--- config.mk ---
export PLATFORM = sky130hd
export DESIGN_NAME = vector_search_ctrl
export DESIGN_NICKNAME = d
export VERILOG_FILES = /design/src/rtl/vsearch_pkg.sv /design/src/rtl/vsearch_max_tracker.sv /design/src/rtl/vector_search_ctrl.sv
export SDC_FILE = /design/constraint.sdc
export NUM_CORES = 1
export LEC_CHECK = 0
export ABC_AREA = 1
export CAP_MARGIN = 25
export CELL_PAD_IN_SITES_DETAIL_PLACEMENT = 0
export CELL_PAD_IN_SITES_GLOBAL_PLACEMENT = 1
export CORE_MARGIN = 2
export CORE_UTILIZATION = 31
export DETAILED_ROUTE_END_ITERATION = 8
export PLACE_DENSITY_LB_ADDON = 0.1
export SLEW_MARGIN = 20
export SYNTH_ARGS = -nofsm -noshare
export SYNTH_HDL_FRONTEND = slang
export SYNTH_SLANG_ARGS = --single-unit
--- constraint.sdc ---
create_clock -name s_axi_aclk -period 3.2 [get_ports s_axi_aclk]
set_input_delay 0.32 -clock s_axi_aclk [delete_from_list [all_inputs] [get_ports s_axi_aclk]]
set_output_delay 0.32 -clock s_axi_aclk [all_outputs]
set_load 0.03 [all_outputs]
--- src/rtl/vsearch_pkg.sv ---
// vsearch_pkg
// Shared definitions for the vector-search sequencer: the store geometry,
// the score width and the controller FSM state encoding.
package vsearch_pkg;

  localparam int WORDS_PER_VEC = 4;
  localparam int VEC_W         = 8;
  localparam int ADDR_W        = 10;
  localparam int SCORE_W       = 32;
  localparam int DATA_W        = 64;

  typedef enum logic [1:0] {
    ST_IDLE  = 2'd0,
    ST_FETCH = 2'd1,
    ST_DRAIN = 2'd2,
    ST_DONE  = 2'd3
  } vs_state_e;

endpackage

--- src/rtl/vsearch_max_tracker.sv ---
// vsearch_max_tracker
// Keeps the running best score and the tag of the vector that produced it.
// The first candidate of a run is always taken; afterwards only a strictly
// greater score replaces the held one, so on ties the earliest arrival wins.
//
// Optional feature (macro VSEARCH_THRESHOLD_EN): a threshold sampled on
// i_clear; only scores >= threshold are candidates, and o_have_first tells
// the controller whether any candidate was seen.
//
// Ports:
//   i_clk, i_rst_n   clock, async active-low reset
//   i_clear          start of a new run: clears results (and samples i_thresh)
//   i_score_valid    accepted score strobe
//   i_score          unsigned score
//   i_score_id       tag of the score
//   i_thresh         candidate threshold (VSEARCH_THRESHOLD_EN only)
//   o_winner_id      tag of the best score so far
//   o_max_score      best score so far
//   o_have_first     a candidate has been taken this run (VSEARCH_THRESHOLD_EN only)
module vsearch_max_tracker
  import vsearch_pkg::*;
(
  input  logic               i_clk,
  input  logic               i_rst_n,
  input  logic               i_clear,
  input  logic               i_score_valid,
  input  logic [SCORE_W-1:0] i_score,
  input  logic [VEC_W-1:0]   i_score_id,
`ifdef VSEARCH_THRESHOLD_EN
  input  logic [SCORE_W-1:0] i_thresh,
  output logic               o_have_first,
`endif
  output logic [VEC_W-1:0]   o_winner_id,
  output logic [SCORE_W-1:0] o_max_score
);

  logic [VEC_W-1:0]   r_winner_id;
  logic [SCORE_W-1:0] r_max_score;
  logic               r_have_first;
  logic               w_candidate;
  logic               w_take;

`ifdef VSEARCH_THRESHOLD_EN
  logic [SCORE_W-1:0] r_thresh;

  always_ff @(posedge i_clk or negedge i_rst_n) begin
    if (!i_rst_n) begin
      r_thresh <= '0;
    end else if (i_clear) begin
      r_thresh <= i_thresh;
    end
  end

  assign w_candidate  = (i_score >= r_thresh);
  assign o_have_first = r_have_first;
`else
  assign w_candidate = 1'b1;
`endif

  assign w_take = i_score_valid & w_candidate & (~r_have_first | (i_score > r_max_score));

  always_ff @(posedge i_clk or negedge i_rst_n) begin
    if (!i_rst_n) begin
      r_winner_id  <= '0;
      r_max_score  <= '0;
      r_have_first <= 1'b0;
    end else if (i_clear) begin
      r_winner_id  <= '0;
      r_max_score  <= '0;
      r_have_first <= 1'b0;
    end else if (w_take) begin
      r_winner_id  <= i_score_id;
      r_max_score  <= i_score;
      r_have_first <= 1'b1;
    end
  end

  assign o_winner_id = r_winner_id;
  assign o_max_score = r_max_score;

endmodule

--- src/rtl/vector_search_ctrl.sv ---
// vector_search_ctrl
// Sequencer for the vector-similarity search engine. A start pulse walks the
// vector store one 64-bit word per cycle, streams the words with vector
// framing to the score unit, counts the returned scores, and reports the best
// vector once every score is back. Register-side store writes are blocked
// while a search runs.
//
// Optional feature: define VSEARCH_THRESHOLD_EN to add the score_thresh input
// and the no_match output.
//
// Ports:
//   s_axi_aclk, s_axi_aresetn   clock, async active-low reset
//   start_search, num_vectors   start pulse and vector count (0..256)
//   write_en, mem_wr_en         store write request and its gated strobe
//   wr_blocked                  sticky: a write arrived while busy
//   mem_rd_en/addr/data         store read port (data 1 cycle after en)
//   sc_valid/first/last/id/data word stream to the score unit
//   sc_score_valid/score/id     score results from the score unit
//   busy, done                  run status, one-cycle completion pulse
//   winner_id, max_score        best vector of the last run
//   score_thresh, no_match      threshold and "nothing qualified" (macro only)
//
// state  | meaning
// IDLE   | waiting for an accepted start
// FETCH  | one store read per cycle, word by word, vector by vector
// DRAIN  | all reads issued, waiting for the remaining scores
// DONE   | one-cycle completion pulse, then back to IDLE
module vector_search_ctrl #(
  parameter int WORDS_PER_VEC = vsearch_pkg::WORDS_PER_VEC,
  parameter int VEC_W         = vsearch_pkg::VEC_W
) (
  input  logic                             s_axi_aclk,
  input  logic                             s_axi_aresetn,
  input  logic                             start_search,
  input  logic [VEC_W:0]                   num_vectors,
  input  logic                             write_en,
  output logic                             mem_wr_en,
  output logic                             wr_blocked,
  output logic                             mem_rd_en,
  output logic [vsearch_pkg::ADDR_W-1:0]   mem_rd_addr,
  input  logic [vsearch_pkg::DATA_W-1:0]   mem_rd_data,
  output logic                             sc_valid,
  output logic                             sc_first,
  output logic                             sc_last,
  output logic [vsearch_pkg::DATA_W-1:0]   sc_data,
  output logic [VEC_W-1:0]                 sc_id,
  input  logic                             sc_score_valid,
  input  logic [vsearch_pkg::SCORE_W-1:0]  sc_score,
  input  logic [VEC_W-1:0]                 sc_score_id,
`ifdef VSEARCH_THRESHOLD_EN
  input  logic [vsearch_pkg::SCORE_W-1:0]  score_thresh,
  output logic                             no_match,
`endif
  output logic                             busy,
  output logic                             done,
  output logic [VEC_W-1:0]                 winner_id,
  output logic [vsearch_pkg::SCORE_W-1:0]  max_score
);

  import vsearch_pkg::*;

  localparam int WORD_W = $clog2(WORDS_PER_VEC);

  vs_state_e          r_state;
  vs_state_e          w_state_nxt;
  logic               w_start_ok;
  logic               w_rd_en;
  logic               w_done;

  logic [VEC_W-1:0]   r_vec_cnt;
  logic [WORD_W-1:0]  r_word_cnt;
  logic [VEC_W:0]     r_num;
  logic [VEC_W:0]     r_score_cnt;
  logic [VEC_W:0]     w_score_cnt_nxt;
  logic               w_score_acc;
  logic               w_last_word_of_vec;
  logic               w_last_word;

  logic               r_busy;
  logic               r_wr_blocked;
  logic               r_sc_valid;
  logic               r_sc_first;
  logic               r_sc_last;
  logic [VEC_W-1:0]   r_sc_id;

  assign w_last_word_of_vec = (r_word_cnt == WORD_W'(WORDS_PER_VEC - 1));
  assign w_last_word        = w_last_word_of_vec &&
                              ({1'b0, r_vec_cnt} == (r_num - (VEC_W+1)'(1)));

  // Scores only count while a run is active; stray results in IDLE/DONE
  // must neither advance the count nor disturb the held result.
  assign w_score_acc     = sc_score_valid & r_busy;
  assign w_score_cnt_nxt = r_score_cnt + (VEC_W+1)'(w_score_acc);

  always_ff @(posedge s_axi_aclk or negedge s_axi_aresetn) begin
    if (!s_axi_aresetn) begin
      r_state <= ST_IDLE;
    end else begin
      r_state <= w_state_nxt;
    end
  end

  always_comb begin
    w_state_nxt = r_state;
    w_start_ok  = 1'b0;
    w_rd_en     = 1'b0;
    w_done      = 1'b0;
    case (r_state)
      ST_IDLE: begin
        if (start_search) begin
          w_start_ok  = 1'b1;
          w_state_nxt = (num_vectors == '0) ? ST_DONE : ST_FETCH;
        end
      end
      ST_FETCH: begin
        w_rd_en = 1'b1;
        if (w_last_word) begin
          w_state_nxt = ST_DRAIN;
        end
      end
      ST_DRAIN: begin
        // Include a score arriving this cycle so done lands one cycle after it.
        if (w_score_cnt_nxt == r_num) begin
          w_state_nxt = ST_DONE;
        end
      end
      ST_DONE: begin
        w_done      = 1'b1;
        w_state_nxt = ST_IDLE;
      end
      default: begin
        w_state_nxt = ST_IDLE;
      end
    endcase
  end

  always_ff @(posedge s_axi_aclk or negedge s_axi_aresetn) begin
    if (!s_axi_aresetn) begin
      r_vec_cnt   <= '0;
      r_word_cnt  <= '0;
      r_num       <= '0;
      r_score_cnt <= '0;
    end else if (w_start_ok) begin
      r_vec_cnt   <= '0;
      r_word_cnt  <= '0;
      r_num       <= num_vectors;
      r_score_cnt <= '0;
    end else begin
      if (w_rd_en) begin
        r_word_cnt <= r_word_cnt + WORD_W'(1);
        if (w_last_word_of_vec) begin
          r_vec_cnt <= r_vec_cnt + VEC_W'(1);
        end
      end
      if (w_score_acc) begin
        r_score_cnt <= w_score_cnt_nxt;
      end
    end
  end

  // busy is registered from the next state so it rises with the first read
  // and is already low in the DONE cycle.
  always_ff @(posedge s_axi_aclk or negedge s_axi_aresetn) begin
    if (!s_axi_aresetn) begin
      r_busy       <= 1'b0;
      r_wr_blocked <= 1'b0;
    end else begin
      r_busy <= (w_state_nxt == ST_FETCH) || (w_state_nxt == ST_DRAIN);
      if (w_start_ok) begin
        r_wr_blocked <= 1'b0;
      end else if (write_en && r_busy) begin
        r_wr_blocked <= 1'b1;
      end
    end
  end

  // Framing follows the read by one cycle to line up with the store data.
  always_ff @(posedge s_axi_aclk or negedge s_axi_aresetn) begin
    if (!s_axi_aresetn) begin
      r_sc_valid <= 1'b0;
      r_sc_first <= 1'b0;
      r_sc_last  <= 1'b0;
      r_sc_id    <= '0;
    end else begin
      r_sc_valid <= w_rd_en;
      r_sc_first <= w_rd_en & (r_word_cnt == '0);
      r_sc_last  <= w_rd_en & w_last_word_of_vec;
      r_sc_id    <= w_rd_en ? r_vec_cnt : '0;
    end
  end

`ifdef VSEARCH_THRESHOLD_EN
  logic w_have_first;
  logic r_no_match;

  always_ff @(posedge s_axi_aclk or negedge s_axi_aresetn) begin
    if (!s_axi_aresetn) begin
      r_no_match <= 1'b0;
    end else if (w_start_ok) begin
      r_no_match <= 1'b0;
    end else if (r_state == ST_DONE) begin
      r_no_match <= ~w_have_first;
    end
  end

  // Visible in the done cycle itself, then held by r_no_match.
  assign no_match = r_no_match | ((r_state == ST_DONE) & ~w_have_first);
`endif

  vsearch_max_tracker u_tracker (
    .i_clk         (s_axi_aclk),
    .i_rst_n       (s_axi_aresetn),
    .i_clear       (w_start_ok),
    .i_score_valid (w_score_acc),
    .i_score       (sc_score),
    .i_score_id    (sc_score_id),
`ifdef VSEARCH_THRESHOLD_EN
    .i_thresh      (score_thresh),
    .o_have_first  (w_have_first),
`endif
    .o_winner_id   (winner_id),
    .o_max_score   (max_score)
  );

  assign mem_wr_en   = write_en & ~r_busy;
  assign wr_blocked  = r_wr_blocked;
  assign mem_rd_en   = w_rd_en;
  assign mem_rd_addr = {r_vec_cnt, r_word_cnt};
  assign sc_valid    = r_sc_valid;
  assign sc_first    = r_sc_first;
  assign sc_last     = r_sc_last;
  assign sc_id       = r_sc_id;
  assign sc_data     = r_sc_valid ? mem_rd_data : '0;
  assign busy        = r_busy;
  assign done        = w_done;

endmodule

==> results by group <==
Global routing
  – GR Overflow Total: 0
  – Number of global-route vias before repair: 5,206
  – Initial antenna violation count: 0
  – Met2 Usage GRT: 0.324
  – First-pass GRT wire length: 27,300 µm
  – Met3 usage: 0.0436
  – Most Crowded Layer GR: met2
  – Total GRT Usage: 0.189
  – Largest net degree at the start of global routing: 73
  – M1 GR Usage: 0.243

Placed design
  – RePlAce Congestion: 0.768
  – Dpl hpwl: 14,000 µm
  – PortBufs: 247

Timing
  – Worst Clk Skew: 0.00689 ns
  – Final Max Slew Viols: 0
  – RSZ-0062 raised after global routing: no
  – Min cycle time layout: 2.62 ns
  – Max Fclk: 382 MHz
  – Worst-Margin Slew: 0.708 ns
  – Rel. slew slack: 0.528
  – Worst hold slack: 0.397 ns
  – Final setup viols: 0
  – Period utilization: 0.819
  – Final TNS setup: 0 ns
  – Final Hold Vio Count: 0

Synthesis
  – Post-synth EDFFs: 0
  – Post-Synth Simple-Gate Area: 0.322
  – Cells after Synth: 785
  – Post-Synth XOR/XNOR Area: 0.00485
  – Post-synthesis compound-gate area fraction: 0.0616
  – Post-Synth Adder-Cell Area: 0.0877
  – Proportion of synthesized area in mux cells: 0
  – Mapped Nets: 941
  – Netlist cell types: 34
  – Largest family of logic cells by synthesized area: simple AND/OR/NAND/NOR gates
  – Async set-reset flop share out of synthesis: 1.00
  – Average cell area after synthesis: 6.91 µm²
  – Ys Warns: 0
  – Synth Flop Type: dfrtp_1
  – Sequential fraction of the synthesis area: 0.388
  – Post-Synthesis Cell Area: 5420 µm²
  – Yosys reg bits: 84

Setup path
  – Critical Path AT: 2.30 ns
  – CP Max Fanout: 42
  – Reg2Reg Setup Slack: 0.83 ns
  – Worst setup EP type: output pin
  – Reg2Reg Depth: 13
  – Max incr delay on CP: 0.82 ns
  – Critical-path top delay cell: dfrtp_2
  – Worst Setup Start Kind: register
  – CP required: 2.88 ns
  – Setup CP Type: reg2out
  – Reg2reg end: u_tracker.o_max_score[13]
  – Crit-path cells: buf_4 > nand2_1 > inv_1 > clkdlybuf4s50_1
  – R2R Path Start: u_tracker.o_max_score[31]

Final layout
  – Share of layout cells above drive strength 1: 0.0454
  – Most frequent cells in the layout: 272 x nand2_1, 246 x clkdlybuf4s50_1, 159 x inv_1
  – Layout area overhead: 55.8%
  – Commonest non-fill, non-tap cell in the layout: nand2_1
  – Layout net count: 1,186
  – # diodes: 0

Flow run
  – Max Cap Violations: 0

Detailed routing
  – Drt wl/cell: 14.1 µm
  – DR pass1 iterations: 4
  – DR DRC count: 0
  – Initial drt markers: 181
  – DR vias: 5,490
  – Drt via density: 4.36
  – Total Routed Length: 17,700 µm
  – Antenna-violating nets left: 0

Power and ir drop
  – Peak supply drop: 0.363 mV
  – LEAKAGE: 4.41 nW
  – PwrDens: 889 nW/µm²

Clock network
  – Clock buffer depth: 2
  – Later-pin clock latency in the skew report: 0.34 ns
  – Clk sinks: 84
  – Reg clk slew, reported paths: 0.07 ns
  – Clock Root Buffer: clkbuf_16
  – CTS-repair resized insts: 0
  – TritonCTS clock tree: built
  – Htree depth: 3
  – Inserted Clock Buffers: 9

Floorplanning
  – Die ar.: 18,600 µm²
  – Die height: 136 µm
  – Die width: 136 µm
  – Starting density of the core: 0.316
  – # IOs: 248
  – Num rows: 48
  – Core Region: 17,200 µm²

Min path
  – Type of the tightest min-delay check: in2async

Outcome
  – Status: finished clean
metrics by stage:
step / setup slack [ns] / cells / utilization / instance area (µm²) / power, mW
floorplan: 1.09 / 785 / - / 5420 / 4.77
global placement: 0.493 / 1242 / 0.472 / 8110 / 6.49
detailed placement: 0.420 / 1242 / 0.472 / 8110 / 6.51
CTS: 0.543 / 1258 / 0.490 / 8410 / 7.62
global route: 0.443 / 1260 / 0.492 / 8450 / 8.16
finish: 0.581 / 1260 / 0.492 / 8450 / 7.51
worst max-delay path: cells and delay by family (launching register included):
kind / cells / cell delay, ns
buf+inv: 3 / 1.04
flops: 1 / 0.82
simple gates: 1 / 0.07
where the power goes:
group	switching [mW]	internal, mW
Sequential	0.442	1.51
Clock	0.445	0.625
Combinational	2.75	1.74
area by class of cell:
type / instances / area [µm²]
clock buffer: 10 / 239
clock inverter: 6 / 63.8
fill: 1737 / 8730
inverter: 161 / 604
multi-input combinational: 517 / 2590
sequential: 84 / 2100
tap: 225 / 282
timing repair buffer: 257 / 2570
how the worst max path moves through the flow:
stage                    from                   endpoint  slack, ns  cells past startpoint
3_5_place_dp     sc_score[31]  u_tracker.o_max_score[13]       0.42                     13
4_1_cts              sc_valid                sc_data[56]       0.54                      4
5_1_grt              sc_valid                sc_data[60]       0.44                      4
6_report             sc_valid                sc_data[56]       0.58                      4
2_1_floorplan            busy                       busy       1.09                     19
3_3_place_gp   sc_score_valid                       busy       0.49                     20
layer usage:
metal	routed length (µm)	up-vias	part of all wire
met1	7810	2480	0.44
li1	-	2880	-
met2	8810	120	0.50
met5	0	-	0
met4	118	0	0.0067
met3	998	10	0.056
cell usage after synthesis (2+ instances only):
library cell  instances  share of area
clkbuf_4              2         0.0028
inv_1               159           0.11
clkinv_1              2         0.0014
o21ai_0              25          0.023
buf_1                 4         0.0028
dfrtp_1              84           0.39
nand2_4               2         0.0042
buf_6                 3         0.0062
nor3_1                6         0.0055
a21oi_1              24          0.022
nand3_1              65          0.060
nand2_1             272           0.19
nor2_1               45          0.031
buf_2                 4         0.0037
nand2_2              13          0.015
o21a_1                2         0.0028
o22ai_1               7         0.0081
xnor2_1               2         0.0032
nand4_1               4         0.0046
ha_1                 38          0.088
clkbuf_1              8         0.0055
nor4_1                2         0.0023
what timing repair did:
item	4_1_cts	5_1_grt
setup buffers	0	0
endpoints found under the hold margin	0	18
hold buffers	0	1
state kept, by name, summed over array words and instances (netlist names), 2 cells and up:
signal                 count
r_state                    2
u_tracker.o_max_score     32
r_vec_cnt                  8
r_num                      9
r_word_cnt                 2
sc_id                      8
r_score_cnt                9
u_tracker.o_winner_id      8
cells by family (layout without fill, tap and decap cells):
family / after synthesis / after routing
flops: 84 / 84
compound gates: 62 / 62
buf+inv: 184 / 434
xor+xnor: 3 / 3
fa+ha+maj: 38 / 38
simple gates: 414 / 414
(Power assumes the default switching activity.)
==> RTL edit 1 (same settings) <==
Re-encode `vs_state_e` (4 states) as one-hot, 4 bits wide.
--- a/src/rtl/vsearch_pkg.sv
+++ b/src/rtl/vsearch_pkg.sv
@@ -11,7 +11,7 @@
 
-  typedef enum logic [1:0] {
-    ST_IDLE  = 2'd0,
-    ST_FETCH = 2'd1,
-    ST_DRAIN = 2'd2,
-    ST_DONE  = 2'd3
+  typedef enum logic [3:0] {
+    ST_IDLE  = 4'b0001,
+    ST_FETCH = 4'b0010,
+    ST_DRAIN = 4'b0100,
+    ST_DONE  = 4'b1000
   } vs_state_e;
Behaviour: same outputs for any inputs over 4 cycles, from zero or initial values and one cycle with s_axi_aresetn low; so few cycles prove little.
==> RTL edit 1 against the original RTL <==
Synthesized area is 0.99% lower; sequential cell count rose by 2; setup slack better by 0.11 ns; power shrank 17%; routed wire length down 2.9%; register-to-register slack better by 0.16 ns; non-clock buffer count is 2 higher; global-route usage fell by 0.16 points; design area is 0.74% lower; critical path depth stayed put; via count down 2.8%; critical path type unchanged; largest cell class is now buffers; highest routed layer unchanged.
==> RTL edit 1: results (changes against the original RTL) <==
status finished, final reports clean; Num CTS Buffers 9 (unchanged); Root Buffer clkbuf_16; max incr delay on CP 0.78 ns (-0.04 ns); Slew @ Worst Pin 0.7453 ns (+0.03726 ns); Critical R2R Capture busy$_DFF_PN0_; post-synthesis net count 901 (-4.3%); Final Wtd Congestion 0.7880 (+2.6%); HP Class input port to asynchronous set/reset pin; initial antenna violation count 0 (unchanged); Synth async-reset ratio 100.0% (unchanged); Clock Skew 0.009100 ns (+0.002208 ns); Area contributors post-synth dfrtp_1, nand2_1, inv_1; H-tree depth 3 (unchanged); gr usage total 18.74% (-0.16 points); leakage power 4.338 nW (-1.7%); port bufs 247 (unchanged); R2R Setup Slk 0.99 ns (+0.16 ns); sequential area share after synthesis 40.12% (+1.3 points); R2R depth 14 (+1); worst r2r src busy$_DFF_PN0_; Setup Buffers After CTS 0 (unchanged); Crit Path Max Fanout 40 (-4.8%); post-CTS sizing 0 (unchanged); clk_lat worst skew 0.34 ns (about the same); placed cell area 0.008102 mm^2 (about the same); adder-cell share of the synthesized area 8.858% (+0.088 points); first-pass GRT wire length 26850 um (-1.7%); number of diodes 0 (unchanged); pre-CTS setup slack 0.6763 ns (+0.2563 ns); WHS 0.02984 ns (-0.3668 ns); vias in the first global route 5100 (-2.0%); Layout Cells excl Fill 1221 (-3.1%); Clock Path Buffers 2 (unchanged); max reg flops 32 (unchanged); Cell variety after synth 36 (+5.9%); largest net degree at the start of global routing 55 (-25%); fin nets 1147 (-3.3%); Synth Area in Compound Gates 6.061% (-0.10 points); maximum VDD drop 0.3221 mV (-11%); Avg Inst Size Synth 7.205 um^2 (+4.3%); starting DRC count in detailed routing 182 (+0.55%); Syn. warnings 0 (unchanged); multiplexer share of the synthesized area 0% (unchanged); Crit-path slowest cell dfrtp_2; post-synthesis xor/xnor area fraction 2.448% (+2.0 points); clock-pin slew on the worst setup and hold paths 0.07 ns (about the same); DR vias 5339 (-2.8%); CP arrival 2.19 ns (-0.11 ns); placed wire-length estimate 13620 um (-2.7%); crit-path leading delay family buffers and inverters; share of layout cells above drive strength 1 4.418% (-0.12 points); First-pass DRT Iterations 4 (unchanged); Total Wirelength 17220 um (-2.9%); top cells by count, synth nand2_1, inv_1, dfrtp_1, nand3_1, ha_1
==> RTL edit 1: changes by cell type in the layout (fill, tap and decap cells not counted), sizes merged, moves of 3 or more <==
cell	delta
buf	+3
xor2	+11
inv	-6
nand4	+3
nor2	-9
nand2	-40
==> RTL edit 1: routing by layer <==
layer / track usage (%) / part of all wire (%) / vias to the layer above
li1: - / - / 2781
met2: 34.06 / 51 / 136
met1: 21.92 / 42 / 2405
met5: 0 / 0 / -
met4: 5.729 / 1.8 / 0
met3: 4.153 / 6.0 / 17
==> RTL edit 1: cells by family (layout without fill, tap and decap cells) <==
| logic type | after synthesis | count (layout) |
|---|---|---|
| and+or+nand+nor | 370 | 370 |
| DFF | 86 | 86 |
| AOI/OAI and AO/OA | 59 | 59 |
| xor gates and xnor gates | 15 | 15 |
| buffers and inverters | 177 | 428 |
| adders and majority gates | 38 | 38 |
==> RTL edit 1: how the worst max path moves through the flow <==
stage | startpoint | endpoint | slack [ns] | depth (start not counted)
floorplan | busy$_DFF_PN0_ | busy$_DFF_PN0_ | 1.08 | 14
global placement | sc_score_valid | busy$_DFF_PN0_ | 0.73 | 15
detailed placement | sc_score_valid | busy$_DFF_PN0_ | 0.68 | 15
CTS | sc_valid$_DFF_PN0_ | sc_data[23] | 0.65 | 4
global route | sc_valid$_DFF_PN0_ | sc_data[0] | 0.54 | 4
finish | sc_valid$_DFF_PN0_ | sc_data[23] | 0.69 | 4
==> RTL edit 1: power breakdown <==
group / internal (mW) / total (mW) / switching [mW]
combinational: 1.40 / 3.48 / 2.08
clock: 0.550 / 1.02 / 0.465
sequential: 1.42 / 1.75 / 0.330
total: 3.37 / 6.25 / 2.88
==> RTL edit 1: final cells by class <==
| cell class | instances | area (um^2) |
|---|---|---|
| tap | 225 | 281.5 |
| sequential | 86 | 2155 |
| timing repair buffer | 259 | 2585 |
| clock inverter | 6 | 45.04 |
| multi-input combinational | 482 | 2505 |
| inverter | 153 | 575.6 |
| clock buffer | 10 | 239.0 |
| fill | 1722 | 8731 |
==> RTL edit 2 (config.mk and constraints unchanged) <==
Without the edit above. The option `VSEARCH_THRESHOLD_EN` is turned on by a define.
--- a/src/rtl/vsearch_max_tracker.sv
+++ b/src/rtl/vsearch_max_tracker.sv
@@ -19,2 +19,4 @@
 //   o_have_first     a candidate has been taken this run (VSEARCH_THRESHOLD_EN only)
+`define VSEARCH_THRESHOLD_EN
+
 module vsearch_max_tracker
Ports: changed (added no_match and score_thresh); port bits go from 248 to 281. The function was not compared with the original's and may differ.
==> RTL edit 2 against the original RTL <==
First-iteration DRC count grew 93%; design area rose by 36%; power rose by 27%; sequential cell count rose by 33; setup slack gained 0.13 ns; synthesized area increased by 44%; routed wire length rose by 35%; critical endpoint is now sc_data[8].
==> RTL edit 2: results (changes against the original RTL) <==
mapped cell area 0.007834 mm^2 (+44%); Clock Skew 0.01255 ns (+0.005662 ns); number of diodes 1 (+1); leakage power 5.771 nW (+31%); #MultiIn Comb 672 (+30%); initial antenna violation count 1 (+1); placed cell area 0.01091 mm^2 (+35%); vias in the first global route 7303 (+40%); f_max 0.4011 GHz (+5.1%); Critical R2R Capture u_tracker.o_winner_id[4]$_DFFE_PN0P_; Layout clock area frac 5.317% (+1.7 points); Area contributors post-synth dfrtp_1, nand2_1, ha_1; H-tree depth 4 (+1); fin nets 1522 (+28%); maximum VDD drop 0.3645 mV (+0.39%); # hold bufs at CTS 1 (+1); Num Clock Sinks 117 (+39%); gr usage total 18.25% (-0.65 points); Final Wtd Congestion 0.8135 (+5.9%); design area 0.01153 mm^2 (+36%); post-synthesis net count 1251 (+33%); Layout Cells excl Fill 1645 (+31%); pre-CTS setup slack 0.3264 ns (-0.09365 ns); worst setup path end sc_data[8]; clk_lat worst skew 0.42 ns (+0.08 ns); Layout non-clock buf frac 25.41% (-5.0 points); Slew @ Worst Pin 0.6775 ns (-0.03053 ns); status finished, final reports clean; port bufs 280 (+13%); Total Wirelength 23880 um (+35%); Crit Path Max Fanout 38 (-9.5%); WHS 0.4411 ns (+0.04446 ns); Switching Share 44.09% (-4.3 points); top cells by count, synth nand2_1, inv_1, dfrtp_1, ha_1, nand4_1; CP arrival 2.17 ns (-0.13 ns); Fillers 2545 (+47%); Seq area share 25.40% (+0.51 points); R2R depth 12 (-1); starting DRC count in detailed routing 350 (+93%); Non-clock buffers 292 (+14%)
RTL edit 2: cell types whose count changed in the layout (fill, tap and decap cells not counted), moves of 8 or more:
| cell | delta |
|---|---|
| nand3_1 | -33 |
| a21oi_1 | +12 |
| clkbuf_16 | +8 |
| nand4_1 | +51 |
| nand2_1 | +10 |
| o21ai_1 | +15 |
| nand3_2 | +40 |
| ha_1 | +32 |
| o21ai_0 | +19 |
| clkdlybuf4s50_1 | +33 |
| inv_1 | +32 |
| nand2_2 | -9 |
| inv_2 | +8 |
| dfrtp_1 | +33 |
RTL edit 2: power groups by stage:
stage | combinational, mW | clock (mW) | sequential [mW]
global placement | 4.95 | 0 | 2.66
floorplan | 2.75 | 0 | 3.09
global route | 5.54 | 2.12 | 2.71
finish | 4.93 | 2.01 | 2.62
detailed placement | 4.98 | 0 | 2.66
CTS | 5.01 | 2.06 | 2.64
RTL edit 2: logic make-up (layout without fill, tap and decap cells):
group | count (synthesis) | count (layout) | synth area share [%]
compound gates | 116 | 116 | 8.018
simple gates | 481 | 481 | 29.55
buf+inv | 242 | 525 | 13.14
flops | 117 | 117 | 37.37
other cells | 0 | 1 | 0
xor+xnor | 5 | 5 | 0.7348
fa+ha+maj | 70 | 70 | 11.18
RTL edit 2: routing by layer:
layer / GRT usage, % / wire length, um / vias up / share of wire [%]
li1: - / - / 3820 / -
met1: 21.23 / 10100 / 3275 / 42
met2: 33.07 / 11750 / 229 / 49
met3: 4.533 / 1651 / 22 / 6.9
met4: 5.350 / 380 / 0 / 1.6
met5: 0 / 0 / - / 0
RTL edit 2: critical path, stage by stage, from the launching register on:
cell and delay, ns:
dfrtp_2 0.66, buf_12 0.25, nand2_1 0.11, inv_1 0.07, clkdlybuf4s50_1 0.65
